==> src/rtl/dirty_line_fifo_pkg.sv <==
// Shared cache-line definitions: line geometry constants, line/label/data/byte-enable
// types and a byte-merge helper used by the dirty line FIFO and dcache.
package dirty_line_fifo_pkg;

  localparam int unsigned CL_LINE_WIDTH  = 256;
  localparam int unsigned CL_BE_WIDTH    = CL_LINE_WIDTH / 8;
  localparam int unsigned CL_OFFSET_BITS = $clog2(CL_BE_WIDTH);
  localparam int unsigned CL_LABEL_WIDTH = 32 - CL_OFFSET_BITS;

  typedef logic [CL_LABEL_WIDTH-1:0] label_t;
  typedef logic [CL_LINE_WIDTH-1:0]  data_t;
  typedef logic [CL_BE_WIDTH-1:0]    be_t;

  typedef struct packed {
    label_t label;
    data_t  data;
  } line_t;

  // Byte i of the result comes from wdata where be[i] is set, else from data.
  function automatic data_t merge_bytes(input data_t data, input data_t wdata, input be_t be);
    data_t res;
    res = data;
    for (int unsigned i = 0; i < CL_BE_WIDTH; i++) begin
      if (be[i]) res[i*8 +: 8] = wdata[i*8 +: 8];
    end
    return res;
  endfunction

endpackage

==> src/rtl/dirty_line_fifo.sv <==
// FIFO of evicted dirty D$ lines between dcache and write_buffer, with a fully
// associative label lookup for refill read-back and byte-masked store merging.
module dirty_line_fifo
  import dirty_line_fifo_pkg::*;
#(
  parameter  int unsigned LINE_WIDTH  = CL_LINE_WIDTH,
  parameter  int unsigned LINE_DEPTH  = 8,
  localparam int unsigned LABEL_WIDTH = 32 - $clog2(LINE_WIDTH / 8),
  localparam int unsigned BE_WIDTH    = LINE_WIDTH / 8
) (
  input  logic                              clk,
  input  logic                              rst,
  input  logic [LABEL_WIDTH+LINE_WIDTH-1:0] pline,
  input  logic                              push,
  output logic                              full,
  output logic                              pushed,
  output logic [LABEL_WIDTH+LINE_WIDTH-1:0] rline,
  input  logic                              pop,
  output logic                              empty,
  input  logic [LABEL_WIDTH-1:0]            query_label,
  output logic                              query_found,
  output logic                              query_on_pop,
  output logic [LINE_WIDTH-1:0]             query_rdata,
  input  logic [LINE_WIDTH-1:0]             query_wdata,
  input  logic [BE_WIDTH-1:0]               query_wbe,
  input  logic                              write,
  output logic                              written
);

  localparam int unsigned PW = $clog2(LINE_DEPTH);
  localparam int unsigned CW = PW + 1;
  localparam logic [CW-1:0] DEPTH_C = CW'(LINE_DEPTH);

  logic [LABEL_WIDTH-1:0] label_q [LINE_DEPTH];
  logic [LINE_WIDTH-1:0]  data_q  [LINE_DEPTH];
  logic [LINE_DEPTH-1:0]  valid_q;
  logic [PW-1:0]          head_q;
  logic [PW-1:0]          tail_q;
  logic [CW-1:0]          count_q;

  logic [LINE_DEPTH-1:0]  match;
  logic [LINE_WIDTH-1:0]  merged;
  logic                   pop_en;

  assign full   = (count_q == DEPTH_C);
  assign empty  = (count_q == '0);
  assign pushed = push & ~full;
  assign pop_en = pop & ~empty;
  assign rline  = {label_q[head_q], data_q[head_q]};

  for (genvar i = 0; i < LINE_DEPTH; i++) begin : g_match
    assign match[i] = valid_q[i] & (label_q[i] == query_label);
  end

  // Labels are unique among valid entries, so OR-ing the gated data is a one-hot mux.
  always_comb begin
    query_rdata = '0;
    for (int unsigned i = 0; i < LINE_DEPTH; i++) begin
      if (match[i]) query_rdata = query_rdata | data_q[i];
    end
  end

  always_comb begin
    merged = query_rdata;
    for (int unsigned b = 0; b < BE_WIDTH; b++) begin
      if (query_wbe[b]) merged[b*8 +: 8] = query_wdata[b*8 +: 8];
    end
  end

  assign query_found  = |match;
  assign query_on_pop = match[head_q] & pop_en;
  assign written      = write & query_found & ~query_on_pop;

  // A merge never targets tail on a push cycle: tail is invalid whenever not full.
  always_ff @(posedge clk) begin
    if (rst) begin
      head_q  <= '0;
      tail_q  <= '0;
      count_q <= '0;
      valid_q <= '0;
      for (int unsigned i = 0; i < LINE_DEPTH; i++) begin
        label_q[i] <= '0;
        data_q[i]  <= '0;
      end
    end else begin
      if (written) begin
        for (int unsigned i = 0; i < LINE_DEPTH; i++) begin
          if (match[i]) data_q[i] <= merged;
        end
      end
      if (pushed) begin
        label_q[tail_q] <= pline[LABEL_WIDTH+LINE_WIDTH-1 -: LABEL_WIDTH];
        data_q[tail_q]  <= pline[LINE_WIDTH-1:0];
        valid_q[tail_q] <= 1'b1;
        tail_q          <= tail_q + 1'b1;
      end
      if (pop_en) begin
        valid_q[head_q] <= 1'b0;
        head_q          <= head_q + 1'b1;
      end
      case ({pushed, pop_en})
        2'b10:   count_q <= count_q + 1'b1;
        2'b01:   count_q <= count_q - 1'b1;
        default: count_q <= count_q;
      endcase
    end
  end

endmodule
==> config.mk <==
export PLATFORM = sky130hd
export DESIGN_NAME = dirty_line_fifo
export DESIGN_NICKNAME = d
export VERILOG_FILES = /design/src/rtl/dirty_line_fifo_pkg.sv /design/src/rtl/dirty_line_fifo.sv
export SDC_FILE = /design/constraint.sdc
export NUM_CORES = 2
export LEC_CHECK = 0
export BUFFER_PORTS_ARGS = -buffer_cell sky130_fd_sc_hd__buf_2
export CAP_MARGIN = 20
export CORE_MARGIN = 1
export CORE_UTILIZATION = 25
export DETAILED_ROUTE_END_ITERATION = 16
export PLACE_DENSITY = 0.45
export SYNTH_ARGS = -nofsm -noshare
export SYNTH_HDL_FRONTEND = slang
export SYNTH_SLANG_ARGS = --single-unit
==> constraint.sdc <==
create_clock -name clk -period 32.3 [get_ports clk]
set_clock_uncertainty 0.1 [all_clocks]
set_input_delay 3.23 -clock clk [delete_from_list [all_inputs] [get_ports clk]]
set_output_delay 3.23 -clock clk [all_outputs]
set_load 0.005 [all_outputs]
==> qor.yml <==
status: "complete, but fails checks"
violations: "max-slew violations"
yosysWarnings: 0
slew_headroom_pct: -16.4
drv_slew: 45
synthFlopType: "edfxtp_1"
synth_fp_nets: 14300
required_ns: 28.97
final_hold_viol_count: 0
antenna_found_initial: 156
cts_root_buffer: "clkbuf_16"
die_area_um2: 563000
port_buffers: 1147
leakagePower_nw: 52.8
critical-path-top-delay-family: "buffers and inverters"
place_area_um2: 151000
grt_pass1_wl_um: 1070000
path_class: "input pin to primary output"
syn_area_um2: 140000
ys_async_sr_fraction_pct: 0
worstPathArrival_ns: 8.58
holdCritStartpoint: "count_q[3]"
rr_worst_depth: 14
grt_overflow: 0
max_freq_mhz: 84.0
drt_first_pass_iters: 7
synth_edf_count: 2264
final_cell_mix: "nand4_1, edfxtp_1, nand2_1, buf_2, o21ai_1"
grtUsageMet1_pct: 34.1
r2r-end: "data_q[2][141]"
start_kind: "input pin"
cts-buffers-inserted: 302
routed_wirelength_um: 788000
busiest_layer: "met2"
design_area_um2: 161000
cp_max_fo: 51
dp.final_hpwl_um: 458000
crit_path_top_delay_cell: "nor2_4"
hold_buffers: 0
syn_to_final_growth_pct: 15.2
min_period_over_period_pct: 36.9
cpPeakStageDelay_ns: 0.90
vias: 132000
row_count: 274
finalCriticalPeriod_ns: 11.91
worstMarginPinSlew_ns: 1.75
ctsLongestPathBuffers: 4
setup_tns_ns: 0
drive_gt1_share_pct: 21.6
grt_start_max_net_pins: 157
clkLatencyLatePin_ns: 0.98
synth-seq-cells: 2285
syn_avg_cell_area_um2: 10.2
io_pins: 1148
synth_cell_type_count: 46
rsz0062_at_grt: "false"
layout_commonest_cell: "nand4_1"
use_met3_pct: 6.26
power.density_nw_per_um2: 56.9
fp.dieW_um: 750
min_to: "count_q[3]"
fp.coreArea_um2: 557000
peakVddDrop_v: 0.0000560
dieHeight_um: 750
cp_cell_sequence: "buf_2, xnor2_1, nand4_1, nor2_4, buf_4, buf_4, buf_4, nand4_1, nand4_1, or2_2, buf_2"
reg2reg_from: "label_q[7][7]"
grt_pass1_vias: 128000
ant_nets: 0
cts_max_level: 5
yosysSeqAreaShare_pct: 48.9
path_depth: 11
post_drt_wl_per_cell_um: 36.5
track_usage_pct: 26.7
drc: 0
crit_buf_inv: 5
cts_setup_buffers: 0
vias_per_cell: 6.12
clk_pin_slew_ns: 0.05
setup_violations: 0
cts.repair.resized: 0
initial_core_util_pct: 25.1
globalRouteMet2Util_pct: 41.4
gp_congestion: 0.938
drtIter0Drc: 19600
syn_inst: 13700
hold_class: "flip-flop to flip-flop"
drv_cap: 0
rrSetupSlack_ns: 24.00
cts_tree: "built"
hold_path_depth: 2
cp-end-kind: "primary output"
final_nets: 14400
clkSinkCount: 2285
[Yosys cell counts (261+ instances only)]
cell,n,area (µm²)
o21ai_1,1110,5560
buf_2,328,1640
a21oi_1,533,2670
mux2_2,283,3190
or2_2,268,1680
edfxtp_1,2264,68000
nand2_1,2071,7770
o21ai_0,421,2110
clkbuf_1,954,3580
nand4_1,2619,16400
nor2b_1,261,1630
mux4_2,566,12700
buf_1,417,1570
or3_1,513,3210
[final cells by class]
cell class | count | area, µm²
clock inverters | 159 | 1520
multi-input cells | 9716 | 65000
clock buffers | 380 | 8000
fillers | 57600 | 396000
flip-flops and latches | 2285 | 68400
inverters | 12 | 45.0
repair buffers | 1459 | 8630
diodes | 112 | 280
well taps | 7452 | 9320
[sequential cells by signal, summed over array words and instances (netlist names), named ones only]
name,count
count_q,4
label_q,216
tail_q,3
data_q,2048
head_q,3
valid_q,8
[tightest hold or removal path, stage by stage (launching register included)]
cell	delay, ns
dfxtp_1	0.34
o21ai_0	0.09
a21oi_1	0.06
[per-layer routing]
layer | up-vias | wire length (µm)
met3 | 2180 | 88100
met5 | - | 471
met1 | 66300 | 298000
li1 | 53100 | -
met4 | 54 | 48700
met2 | 10500 | 352000
[worst max path at each step]
stage	start	endpoint	slack, ns
2_1_floorplan	query_label[12]	data_q[4][0]	8.16
3_3_place_gp	query_label[20]	query_rdata[71]	20.76
3_5_place_dp	query_label[19]	query_rdata[71]	20.72
4_1_cts	query_label[20]	query_rdata[71]	20.70
5_1_grt	query_label[20]	query_rdata[96]	20.54
6_report	query_label[20]	query_rdata[96]	20.39
[per-stage QoR]
stage | hold slack [ns] | std cells | util (%) | setup WS [ns] | total power, mW
finish | 0.446 | 21600 | 28.9 | 20.39 | 9.18
global route | 0.467 | 21500 | 28.9 | 20.54 | 9.39
floorplan | 0.366 | 13700 | - | 8.16 | 4.96
global placement | 0.401 | 20900 | 27.2 | 20.76 | 5.82
detailed placement | 0.420 | 20900 | 27.2 | 20.72 | 5.81
CTS | 0.428 | 21500 | 28.9 | 20.70 | 9.18
[logic make-up after synthesis]
family / count (synthesis) / synth area share, %
xor gates and xnor gates: 222 / 1.39
and+or+nand+nor: 6547 / 25.8
muxes: 849 / 11.4
buffers and inverters: 1721 / 4.93
adders and majority gates: 6 / 0.0590
AOI/OAI and AO/OA: 2092 / 7.55
DFF: 2285 / 48.9
[power by group]
part | internal (mW) | switching, mW | leakage, nW | total [mW]
Sequential | 3.54 | 0.159 | 23.4 | 3.70
Combinational | 0.814 | 1.28 | 24.9 | 2.10
Clock | 1.90 | 1.48 | 4.61 | 3.38
Total | 6.25 | 2.92 | 52.8 | 9.18
Note: power is estimated with default switching activity, not from simulation.
